===== config.mk =====
export PLATFORM = sky130hd
export DESIGN_NAME = inv_zig_zag_flat
export DESIGN_NICKNAME = d
export VERILOG_FILES = /design/src/rtl/jpeg_pkg.sv /design/src/rtl/axi4_stream_if.sv /design/src/rtl/inv_zz_bank.sv /design/src/rtl/inv_zig_zag.sv /design/src/flat_wrapper.sv
export SDC_FILE = /design/constraint.sdc
export NUM_CORES = 2
export LEC_CHECK = 0
export BUFFER_PORTS_ARGS = -buffer_cell sky130_fd_sc_hd__buf_4
export CAP_MARGIN = 5
export CELL_PAD_IN_SITES_DETAIL_PLACEMENT = 1
export CELL_PAD_IN_SITES_GLOBAL_PLACEMENT = 2
export CORE_MARGIN = 5
export CORE_UTILIZATION = 53
export CTS_BUF_LIST = sky130_fd_sc_hd__clkbuf_2 sky130_fd_sc_hd__clkbuf_4 sky130_fd_sc_hd__clkbuf_8
export DETAILED_ROUTE_END_ITERATION = 7
export MAX_ROUTING_LAYER = met4
export PLACE_DENSITY_LB_ADDON = 0.25
export SETUP_SLACK_MARGIN = 0.4
export SYNTH_ARGS = -nofsm -noshare
export SYNTH_HDL_FRONTEND = slang
export SYNTH_HIERARCHICAL = 1
export SYNTH_SLANG_ARGS = --single-unit

===== constraint.sdc =====
create_clock -name clk_i -period 5.3 [get_ports clk_i]
set_input_delay 1.06 -clock clk_i [delete_from_list [all_inputs] [get_ports clk_i]]
set_output_delay 1.06 -clock clk_i [all_outputs]
set_load 0.05 [all_outputs]

===== src/rtl/jpeg_pkg.sv =====
// Shared JPEG pipeline definitions: the zig-zag reorder table and the
// ping-pong bank state used by the inverse zig-zag block.
package jpeg_pkg;

    localparam int BLOCK_BEATS = 64;

    // Entry n is the zig-zag position of coefficient n = 8*column + row.
    localparam logic [5:0] ZZ_IDX [0:63] = '{
        6'd0,  6'd2,  6'd3,  6'd9,  6'd10, 6'd20, 6'd21, 6'd35,
        6'd1,  6'd4,  6'd8,  6'd11, 6'd19, 6'd22, 6'd34, 6'd36,
        6'd5,  6'd7,  6'd12, 6'd18, 6'd23, 6'd33, 6'd37, 6'd48,
        6'd6,  6'd13, 6'd17, 6'd24, 6'd32, 6'd38, 6'd47, 6'd49,
        6'd14, 6'd16, 6'd25, 6'd31, 6'd39, 6'd46, 6'd50, 6'd57,
        6'd15, 6'd26, 6'd30, 6'd40, 6'd45, 6'd51, 6'd56, 6'd58,
        6'd27, 6'd29, 6'd41, 6'd44, 6'd52, 6'd55, 6'd59, 6'd62,
        6'd28, 6'd42, 6'd43, 6'd53, 6'd54, 6'd60, 6'd61, 6'd63
    };

    typedef enum logic {
        EMPTY = 1'b0,
        FULL  = 1'b1
    } bank_state_t;

    function automatic int tdataWidth(input int width);
        return ((width + 7) / 8) * 8;
    endfunction

endpackage


===== src/rtl/axi4_stream_if.sv =====
// AXI4-Stream bundle with a single-bit tuser; master drives the payload,
// slave drives tready.
interface axi4_stream_if #(
    parameter int DATA_WIDTH = 16
);
    logic                    tvalid;
    logic                    tready;
    logic [DATA_WIDTH-1:0]   tdata;
    logic [DATA_WIDTH/8-1:0] tstrb;
    logic [DATA_WIDTH/8-1:0] tkeep;
    logic                    tuser;
    logic                    tlast;

    modport master (
        output tvalid, tdata, tstrb, tkeep, tuser, tlast,
        input  tready
    );

    modport slave (
        input  tvalid, tdata, tstrb, tkeep, tuser, tlast,
        output tready
    );

endinterface


===== src/rtl/inv_zz_bank.sv =====
// One 64-coefficient storage bank: sequential write port, combinational
// indexed read port. Contents are deliberately not reset.
module inv_zz_bank
    import jpeg_pkg::*;
#(
    parameter int DCT_WIDTH = 12
) (
    input  logic                 clk_i,
    input  logic                 wrEn_i,
    input  logic [5:0]           wrIdx_i,
    input  logic [DCT_WIDTH-1:0] wrData_i,
    input  logic [5:0]           rdIdx_i,
    output logic [DCT_WIDTH-1:0] rdData_o
);

    logic [DCT_WIDTH-1:0] mem_q [BLOCK_BEATS];

    always_ff @(posedge clk_i) begin
        if (wrEn_i) begin
            mem_q[wrIdx_i] <= wrData_i;
        end
    end

    assign rdData_o = mem_q[rdIdx_i];

endmodule


===== src/rtl/inv_zig_zag.sv =====
// Inverse zig-zag reorder: 64-beat zig-zag blocks in, column-major blocks out,
// through a ping-pong bank pair. Define INV_ZIG_ZAG_ERR_EN to add err_o.
module inv_zig_zag
    import jpeg_pkg::*;
#(
    parameter int DCT_WIDTH = 12
) (
    input  logic          clk_i,
    input  logic          rst_i,
    axi4_stream_if.slave  zz_i,
    axi4_stream_if.master dct_o
`ifdef INV_ZIG_ZAG_ERR_EN
    ,
    output logic          err_o
`endif
);

    localparam int DCT_TDATA_WIDTH = tdataWidth(DCT_WIDTH);

    logic [5:0]           wrIdx_q, wrIdx_d;
    logic [5:0]           rdIdx_q, rdIdx_d;
    logic                 wrBank_q, wrBank_d;
    logic                 rdBank_q, rdBank_d;
    bank_state_t          bankState_q [2];
    bank_state_t          bankState_d [2];
    logic [1:0]           tuserFlag_q, tuserFlag_d;
    logic [1:0]           tlastFlag_q, tlastFlag_d;
    logic                 valid_q, valid_d;

    logic                 wrFire, wrDone;
    logic                 rdFire, rdDone;
    logic [5:0]           rdAddr;
    logic [DCT_WIDTH-1:0] rdData0, rdData1, rdData;
    logic                 unusedZz;

    assign rdFire = valid_q & dct_o.tready;
    assign rdDone = rdFire & (rdIdx_q == 6'd63);

    // A bank whose last beat is leaving this cycle can already take the first
    // beat of the next block; that is what keeps back-to-back blocks gap-free.
    assign zz_i.tready = (bankState_q[wrBank_q] == EMPTY)
                       | (rdDone & (rdBank_q == wrBank_q));
    assign wrFire = zz_i.tvalid & zz_i.tready;
    assign wrDone = wrFire & (wrIdx_q == 6'd63);

    assign rdAddr = ZZ_IDX[rdIdx_q];

    inv_zz_bank #(.DCT_WIDTH(DCT_WIDTH)) u_bank0 (
        .clk_i    (clk_i),
        .wrEn_i   (wrFire & ~wrBank_q),
        .wrIdx_i  (wrIdx_q),
        .wrData_i (zz_i.tdata[DCT_WIDTH-1:0]),
        .rdIdx_i  (rdAddr),
        .rdData_o (rdData0)
    );

    inv_zz_bank #(.DCT_WIDTH(DCT_WIDTH)) u_bank1 (
        .clk_i    (clk_i),
        .wrEn_i   (wrFire & wrBank_q),
        .wrIdx_i  (wrIdx_q),
        .wrData_i (zz_i.tdata[DCT_WIDTH-1:0]),
        .rdIdx_i  (rdAddr),
        .rdData_o (rdData1)
    );

    always_comb begin
        wrIdx_d     = wrIdx_q;
        rdIdx_d     = rdIdx_q;
        wrBank_d    = wrBank_q;
        rdBank_d    = rdBank_q;
        bankState_d = bankState_q;
        tuserFlag_d = tuserFlag_q;
        tlastFlag_d = tlastFlag_q;

        // Beat 0 restarts the per-block side-band flags; later beats accumulate.
        if (wrFire) begin
            wrIdx_d = wrIdx_q + 6'd1;
            tuserFlag_d[wrBank_q] = zz_i.tuser | ((wrIdx_q != 6'd0) & tuserFlag_q[wrBank_q]);
            tlastFlag_d[wrBank_q] = zz_i.tlast | ((wrIdx_q != 6'd0) & tlastFlag_q[wrBank_q]);
        end
        if (wrDone) begin
            wrBank_d = ~wrBank_q;
        end

        if (rdFire) begin
            rdIdx_d = rdIdx_q + 6'd1;
        end
        if (rdDone) begin
            rdBank_d              = ~rdBank_q;
            bankState_d[rdBank_q] = EMPTY;
        end
        if (wrDone) begin
            bankState_d[wrBank_q] = FULL;
        end

        valid_d = (bankState_d[rdBank_d] == FULL);
    end

    always_ff @(posedge clk_i or negedge rst_i) begin
        if (!rst_i) begin
            wrIdx_q        <= '0;
            rdIdx_q        <= '0;
            wrBank_q       <= 1'b0;
            rdBank_q       <= 1'b0;
            bankState_q[0] <= EMPTY;
            bankState_q[1] <= EMPTY;
            tuserFlag_q    <= '0;
            tlastFlag_q    <= '0;
            valid_q        <= 1'b0;
        end else begin
            wrIdx_q     <= wrIdx_d;
            rdIdx_q     <= rdIdx_d;
            wrBank_q    <= wrBank_d;
            rdBank_q    <= rdBank_d;
            bankState_q <= bankState_d;
            tuserFlag_q <= tuserFlag_d;
            tlastFlag_q <= tlastFlag_d;
            valid_q     <= valid_d;
        end
    end

    assign rdData       = rdBank_q ? rdData1 : rdData0;
    assign dct_o.tvalid = valid_q;
    assign dct_o.tdata  = DCT_TDATA_WIDTH'(rdData);
    assign dct_o.tstrb  = '1;
    assign dct_o.tkeep  = '1;
    assign dct_o.tuser  = tuserFlag_q[rdBank_q] & (rdIdx_q == 6'd0)  & valid_q;
    assign dct_o.tlast  = tlastFlag_q[rdBank_q] & (rdIdx_q == 6'd63) & valid_q;

    assign unusedZz = ^{zz_i.tdata, zz_i.tstrb, zz_i.tkeep};

`ifdef INV_ZIG_ZAG_ERR_EN
    logic err_q, err_d;

    // Side-band markers are only legal on the first (tuser) and last (tlast) beat.
    always_comb begin
        err_d = err_q;
        if (wrFire && ((zz_i.tlast && (wrIdx_q != 6'd63)) ||
                       (zz_i.tuser && (wrIdx_q != 6'd0)))) begin
            err_d = 1'b1;
        end
    end

    always_ff @(posedge clk_i or negedge rst_i) begin
        if (!rst_i) begin
            err_q <= 1'b0;
        end else begin
            err_q <= err_d;
        end
    end

    assign err_o = err_q;
`endif

endmodule


===== src/flat_wrapper.sv =====
// flat-port wrapper written by rule: the top's interface ports become plain ports
module inv_zig_zag_flat import jpeg_pkg::*;
#(
    parameter int DCT_WIDTH = 12
)
  (clk_i, rst_i, zz_i_tvalid, zz_i_tdata, zz_i_tstrb, zz_i_tkeep, zz_i_tuser, zz_i_tlast, zz_i_tready, dct_o_tvalid, dct_o_tdata, dct_o_tstrb, dct_o_tkeep, dct_o_tuser, dct_o_tlast, dct_o_tready);
  axi4_stream_if #(.DATA_WIDTH((16))) zz_i_i ();
  axi4_stream_if #(.DATA_WIDTH((16))) dct_o_i ();
  input  logic clk_i;
  input  logic rst_i;
  input wire logic [$bits(zz_i_i.tvalid)-1:0] zz_i_tvalid;
  input wire logic [$bits(zz_i_i.tdata)-1:0] zz_i_tdata;
  input wire logic [$bits(zz_i_i.tstrb)-1:0] zz_i_tstrb;
  input wire logic [$bits(zz_i_i.tkeep)-1:0] zz_i_tkeep;
  input wire logic [$bits(zz_i_i.tuser)-1:0] zz_i_tuser;
  input wire logic [$bits(zz_i_i.tlast)-1:0] zz_i_tlast;
  output wire logic [$bits(zz_i_i.tready)-1:0] zz_i_tready;
  output wire logic [$bits(dct_o_i.tvalid)-1:0] dct_o_tvalid;
  output wire logic [$bits(dct_o_i.tdata)-1:0] dct_o_tdata;
  output wire logic [$bits(dct_o_i.tstrb)-1:0] dct_o_tstrb;
  output wire logic [$bits(dct_o_i.tkeep)-1:0] dct_o_tkeep;
  output wire logic [$bits(dct_o_i.tuser)-1:0] dct_o_tuser;
  output wire logic [$bits(dct_o_i.tlast)-1:0] dct_o_tlast;
  input wire logic [$bits(dct_o_i.tready)-1:0] dct_o_tready;
  assign zz_i_i.tvalid = zz_i_tvalid;
  assign zz_i_i.tdata = zz_i_tdata;
  assign zz_i_i.tstrb = zz_i_tstrb;
  assign zz_i_i.tkeep = zz_i_tkeep;
  assign zz_i_i.tuser = zz_i_tuser;
  assign zz_i_i.tlast = zz_i_tlast;
  assign zz_i_tready = zz_i_i.tready;
  assign dct_o_tvalid = dct_o_i.tvalid;
  assign dct_o_tdata = dct_o_i.tdata;
  assign dct_o_tstrb = dct_o_i.tstrb;
  assign dct_o_tkeep = dct_o_i.tkeep;
  assign dct_o_tuser = dct_o_i.tuser;
  assign dct_o_tlast = dct_o_i.tlast;
  assign dct_o_i.tready = dct_o_tready;
  inv_zig_zag #(.DCT_WIDTH(DCT_WIDTH)) u_core (.clk_i(clk_i), .rst_i(rst_i), .zz_i(zz_i_i), .dct_o(dct_o_i));
endmodule

=== Word level (Yosys, flattened, before mapping) ===
Memories as Yosys holds them, arrays and structs flattened.
Cells that the tools add are included.

* Input bits: 26
* Bits in read-only memories: 384
* Register bits: 21
* Output and inout port bits: 24
* Memory bits (writable): 1536
* Memories kept: 3
* Logic and storage cells: 89

{| class="wikitable"
|+ Memories
! memory !! depth !! bits a word !! read ports !! clocked after memory_dff !! write ports !! RTL line !! text
|-
| u_core.u_bank0.mem_q || 64 || 12 || 1 || 0 || 1 || inv_zz_bank.sv:16 || <nowiki>logic [DCT_WIDTH-1:0] mem_q [BLOCK_BEATS];</nowiki>
|-
| u_core.u_bank1.mem_q || 64 || 12 || 1 || 0 || 1 || inv_zz_bank.sv:16 ||
|-
| (name not given) || 64 || 6 || 1 || 0 || 0 || inv_zig_zag.sv:46 || <nowiki>assign rdAddr = ZZ_IDX[rdIdx_q];</nowiki>
|}

* Magnitude comparators: 9
* Equal/unequal tests: 3
* Reductions and logical operators: 5
* Bitwise gates (word level): 26
* Add/subtract/negate cells: 2
* Muxes and demuxes: 32

{| class="wikitable"
|+ Operators with widths
! operator !! count
|-
| two-way mux 1 bit || 22
|-
| AND 1 bit || 13
|-
| adder 6 x 1 -> 6 bit (second input constant) || 2
|-
| equality test 6 bit (second input constant) || 2
|-
| two-way mux 12 bit || 1
|-
| two-way mux 6 bit || 2
|-
| >= comparator 7 bit (second input constant) || 1
|-
| NOT 6 -> 7 bit || 1
|-
| >= comparator 2 bit (second input constant) || 3
|-
| zero test 6 bit || 1
|-
| NOT 1 -> 2 bit || 3
|-
| nonzero test 6 bit || 1
|-
| bitwise mux 2 bit || 2
|-
| less-than comparator 1 x 2 -> 1 bit (second input constant) || 2
|-
| less-than comparator 2 x 1 -> 1 bit (second input constant) || 2
|-
| two-way mux 2 bit || 2
|-
| demux 1 bit (select 1 bit) || 3
|-
| logical AND 1 bit || 3
|-
| NOT 1 bit || 3
|-
| OR 1 bit || 3
|-
| AND 2 bit || 1
|-
| NOT 2 bit || 1
|-
| OR 2 bit || 1
|-
| equality test 1 bit || 1
|-
| >= comparator 1 bit (second input constant) || 1
|}

=== Longest topological paths before layout ===
* Word-level depth: 13
* Gate-level depth with buffers: 18
* Depth with buffers taken out: 12

=== Hierarchy ===
Netlist, hierarchy kept.

{| class="wikitable"
|+ Modules (own cells, without submodules)
! module !! cells an instance !! area an instance (um^2) !! seq. area each (um^2) !! instances
|-
| inv_zz_bank || 1327 || 29610.9 || 23062.1 || 2
|-
| inv_zig_zag || 232 || 2047.0 || 525.5 || 1
|}

=== Worst setup path after synthesis ===
OpenSTA, ideal clock, no wires.

* Path type: register to output
* From: register u_core.rdIdx_q[1]
* To: output port dct_o_tdata[1]
* Setup slack: 0.195 ns
* Data arrival time: 4.045 ns
* Cell stages (with the launch flop): 17
* Path through: dfrtp_1 clkbuf_1 inv_1 ha_1 clkbuf_1 nor2b_1 a211oi_1 o21ai_0 o221ai_1 buf_6 buf_6 buf_2 mux4_2 mux2_2 o221ai_1 o31ai_1 mux2_2

* Cells in the longest elaborated chain, start to end: 6

{| class="wikitable"
|+ RTL lines
! item !! RTL line !! text
|-
| start: declaration || inv_zig_zag.sv:21 || <nowiki>logic [5:0] rdIdx_q, rdIdx_d;</nowiki>
|-
| start signal: assignment || inv_zig_zag.sv:112 || <nowiki>rdIdx_q <= rdIdx_d;</nowiki>
|-
| NOT 6 -> 7 bit (not written as such) || inv_zig_zag.sv:46 ||
|-
| memory read (64 x 6 bit) || n/a ||
|-
| two-way mux 6 bit (not written as such) (2 in series) || inv_zig_zag.sv:46 ||
|-
| named net u_core.rdAddr[0] || inv_zig_zag.sv:32 || <nowiki>logic [5:0] rdAddr;</nowiki>
|-
| memory read (64 x 12 bit) || n/a ||
|-
| named net u_core.rdData1[1] || inv_zig_zag.sv:33 || <nowiki>logic [DCT_WIDTH-1:0] rdData0, rdData1, rdData;</nowiki>
|-
| two-way mux 12 bit || inv_zig_zag.sv:122 || <nowiki>assign rdData = rdBank_q ? rdData1 : rdData0;</nowiki>
|-
| end: declaration || flat_wrapper.sv:19 || <nowiki>output wire logic [$bits(dct_o_i.tdata)-1:0] dct_o_tdata;</nowiki>
|}

The timed path passes the listed nets, and every way through them passes these cells. The select of a mux whose other input is x is not followed.

=== Worst setup path after layout ===
* From: register u_core.rdIdx_q[0]
* To: output port dct_o_tdata[7]

Same word-level chain as after synthesis.

==> impl_metrics.csv <==
group,metric,value,unit
place,port_buffers,33,
final_layout,drive_gt1_frac,0.395,
clocking,tritoncts,"built",
final_layout,final_nets,3428,
worst_setup_path,worst_ep_required_time,4.24,ns
synth,synth_seq_cells,1557,
grt,track_usage,0.281,
power,combPwrFrac,0.147,
power,p_clk_frac,0.346,
worst_setup_path,cp.arrival,5.05,ns
power,power_density,381,nW/um^2
place,place_congestion,0.891,
status,status,"finished with violations",
synth,netlist_area,61300,um^2
clocking,clockBufferDepth,3,
timing,tightest_slew,1.36,ns
worst_setup_path,end_kind,"primary output",
timing,rsz0062_at_grt,"true",
clocking,clk_pin_slew,0.07,ns
routing,drt_iter0_drc,3560,
timing,max_slew_margin,0.0903,
synth,ys.flop_type,"edfxtp_1",
power,p_leak,23.7,nW
worst_setup_path,critPathLaunch,"u_core/rdIdx_q[0]",
floorplanning,io_pins,50,
floorplanning,start_util,0.534,
routing,wire_per_inst,32.5,um
timing,finalSetupViolCount,12,
clocking,cts_max_level,4,
routing,vias_per_cell,6.36,
final_layout,synthToLayoutAreaGrowth,18.1,%
timing,tns,-8.51,ns
power,p_int,20.5,mW
floorplanning,rows,124,
timing,fmax,164,MHz
synth,yosys_warnings,6,
clocking,cts_root_buf,"clkbuf_8",
timing,min_period_over_period,1.15,
clocking,cts_made_buffers,234,
grt,grt_pass1_vias,34200,
worst_setup_path,r2r_start,"u_core/rdBank_q",
power,switching_power,7.12,mW
floorplanning,die_x,350,um
routing,drt_pass1_iterations,7,
routing,ant_nets,0,
grt,grt_antenna_before_repair,4,
grt,grt_max_degree,99,
worst_setup_path,worstPathMaxFanout,11,
floorplanning,fp.dieH,350,um
worst_setup_path,r2r_setup_slack,0.73,ns
final_layout,num-fill-cells,9397,
clocking,clkSinkCount,1557,
final_layout,multi_input_area,14700,um^2
hold_path,hp-class,"primary input to register",
routing,routed_wl,165000,um
synth,synth_async_sr_flop_share,0.0135,
status,violations,"negative setup slack",
worst_setup_path,r2r_end,"u_core/u_bank1/mem_q[22][8]",
timing,hold_slack,0.402,ns
synth,seq_area_frac_synth,0.761,
timing,final_max_slew_viol_count,0,
floorplanning,dieArea,123000,um^2
grt,grt_pass1_wl,240000,um
worst_setup_path,reg2reg_depth,8,
final_layout,final-seq-area,46700,um^2
worst_setup_path,cp-endpoint,"dct_o_tdata[7]",
power,pwr-share-seq,0.508,
clocking,clk_latency,0.91,ns
timing,finalHoldViolations,0,
timing,post-route-min-period,6.11,ns
synth,avgSynthCellArea,21.2,um^2
place,dp_hpwl,98200,um
synth,synthCells,2886,
timing,fin_ws,-0.810,ns
timing,finClkSkew,0.0344,ns
synth,synth.distinct_cells,60,
worst_setup_path,path_class,"register to primary output",
grt,gr-total-overflow,0,
final_layout,fin_util,0.631,
routing,route.detailed.drc,0,
place,pre_cts_ws,-0.131,ns
run,maxCapViolCount,0,
power,p_sw_frac,0.258,
worst_setup_path,startpoint_type,"register",
power,ir_drop,0.237,mV
synth,synth_edf_count,1536,
routing,vias,32400,
floorplanning,core-area,115000,um^2
metal layers:
layer | wire, um | part of all wire | up-vias | global-route usage
li1 | - | - | 13200 | -
met1 | 66600 | 0.40 | 17400 | 0.394
met2 | 79000 | 0.48 | 1594 | 0.424
met3 | 16400 | 0.099 | 228 | 0.0649
met4 | 3390 | 0.020 | 0 | 0.0711
met5 | 0 | 0 | - | -
logic make-up (layout without fill, tap and decap cells):
| family | count (synthesis) | in the layout | synth area share |
|---|---|---|---|
| mux | 463 | 463 | 0.155 |
| compound gates | 275 | 275 | 0.0318 |
| simple gates | 382 | 382 | 0.0303 |
| fa+ha+maj | 12 | 12 | 0.00245 |
| xor+xnor | 12 | 12 | 0.00172 |
| other cells | 2 | 12 | 0.000123 |
| flops | 1557 | 1557 | 0.761 |
| buf+inv | 183 | 871 | 0.0172 |
state kept, by name, indices dropped and copies added (netlist names):
signal and count:
u_core/bankState_q 2, u_core/dct_o.tvalid 1, u_core/rdBank_q 1, u_core/rdIdx_q 6, u_core/tlastFlag_q 2, u_core/tuserFlag_q 2, u_core/u_bank0/mem_q 768, u_core/u_bank1/mem_q 768
u_core/wrBank_q 1, u_core/wrIdx_q 6
through the flow:
step / std cells / total power, mW / instance area, um^2
5_1_grt: 5096 / 28.6 / 72400
6_report: 5096 / 27.6 / 72400
4_1_cts: 5070 / 27.5 / 71700
3_3_place_gp: 4598 / 17.5 / 65300
3_5_place_dp: 4598 / 17.6 / 65300
2_1_floorplan: 2892 / 16.1 / 61300
timing repair:
| action | in CTS | in global routing |
|---|---|---|
| cloned | 15 | 3 |
| hold endpoints to repair | 21 | 0 |
| hold buffers | 1 | 0 |
| buffers inserted | 30 | 19 |
| setup endpoints to repair | 12 | 12 |
| gates resized for setup | 219 | 113 |
| pin swaps | 41 | 34 |
worst min-delay path by stage:
stage	cells after the start	end	start	slack, ns
3_5_place_dp	1	u_core/tlastFlag_q[0]	u_core/tlastFlag_q[0]	0.50
2_1_floorplan	1	u_core/bankState_q[1]	u_core/bankState_q[1]	0.46
4_1_cts	2	u_core/tlastFlag_q[0]	zz_i_tlast	0.31
6_report	2	u_core/tlastFlag_q[0]	zz_i_tlast	0.40
3_3_place_gp	1	u_core/bankState_q[1]	u_core/bankState_q[1]	0.48
5_1_grt	2	u_core/tlastFlag_q[1]	zz_i_tlast	0.34
cells in the final DEF (no fill, tap or decap), drive strengths merged, types with 39 or more instances in the layout:
master / instances
o22ai: 46
nand2: 41
nand3: 39
nor2: 159
buf: 428
clkinv: 92
o21ai: 39
mux2i: 47
clkbuf: 320
mux4: 386
edfxtp: 1536
nand2b: 43
layout make-up:
type,instances,share of cell area
multi-input combinational,1152,0.204
tap,1512,0.0261
clock inverter,108,0.00933
clock buffer,318,0.0533
antenna,4,0.000138
inverter,10,0.000553
sequential,1557,0.644
timing repair buffer,435,0.0625
synth_stat cells, types with 11 or more instances:
| cell | count | area share |
|---|---|---|
| mux2_2 | 30 | 0.0055 |
| edfxtp_1 | 1536 | 0.75 |
| buf_6 | 27 | 0.0050 |
| nor2_1 | 159 | 0.0097 |
| mux4_2 | 386 | 0.14 |
| o22ai_1 | 46 | 0.0047 |
| ha_1 | 12 | 0.0025 |
| buf_2 | 33 | 0.0027 |
| a22o_1 | 17 | 0.0024 |
| a21oi_1 | 28 | 0.0023 |
| o221ai_1 | 33 | 0.0047 |
| nand3_1 | 38 | 0.0031 |
| a211oi_1 | 28 | 0.0034 |
| buf_4 | 32 | 0.0039 |
| a31oi_1 | 21 | 0.0021 |
| nor2b_1 | 33 | 0.0034 |
| mux2i_1 | 47 | 0.0077 |
| dfrtp_1 | 21 | 0.0086 |
| clkbuf_1 | 74 | 0.0045 |
| nor3_1 | 24 | 0.0020 |
| nand2_1 | 40 | 0.0025 |
| xnor2_1 | 11 | 0.0016 |
| nand2b_1 | 43 | 0.0044 |
| a22oi_1 | 20 | 0.0025 |
| o21ai_0 | 39 | 0.0032 |
worst max-delay path, cell delays in order, from the launching register on:
cell	delay, ns
dfrtp_1	0.42
buf_6	0.17
ha_4	0.19
o211ai_1	0.33
a31oi_4	0.15
o221ai_4	0.25
buf_12	0.19
bufbuf_16	0.31
buf_8	0.16
mux4_2	0.51
a22oi_1	0.38
nand3_2	0.26
a22o_1	0.32
mux2_4	0.32
buf_8	0.16
power by group through the flow:
stage | logic [mW] | clock network (mW) | registers (mW)
6_report | 4.05 | 9.53 | 14.0
5_1_grt | 4.20 | 10.4 | 14.0
4_1_cts | 3.82 | 9.70 | 14.0
3_5_place_dp | 3.37 | 0 | 14.2
3_3_place_gp | 3.27 | 0 | 14.2
2_1_floorplan | 1.98 | 0 | 14.1
Power figures use the tool's default switching activity.
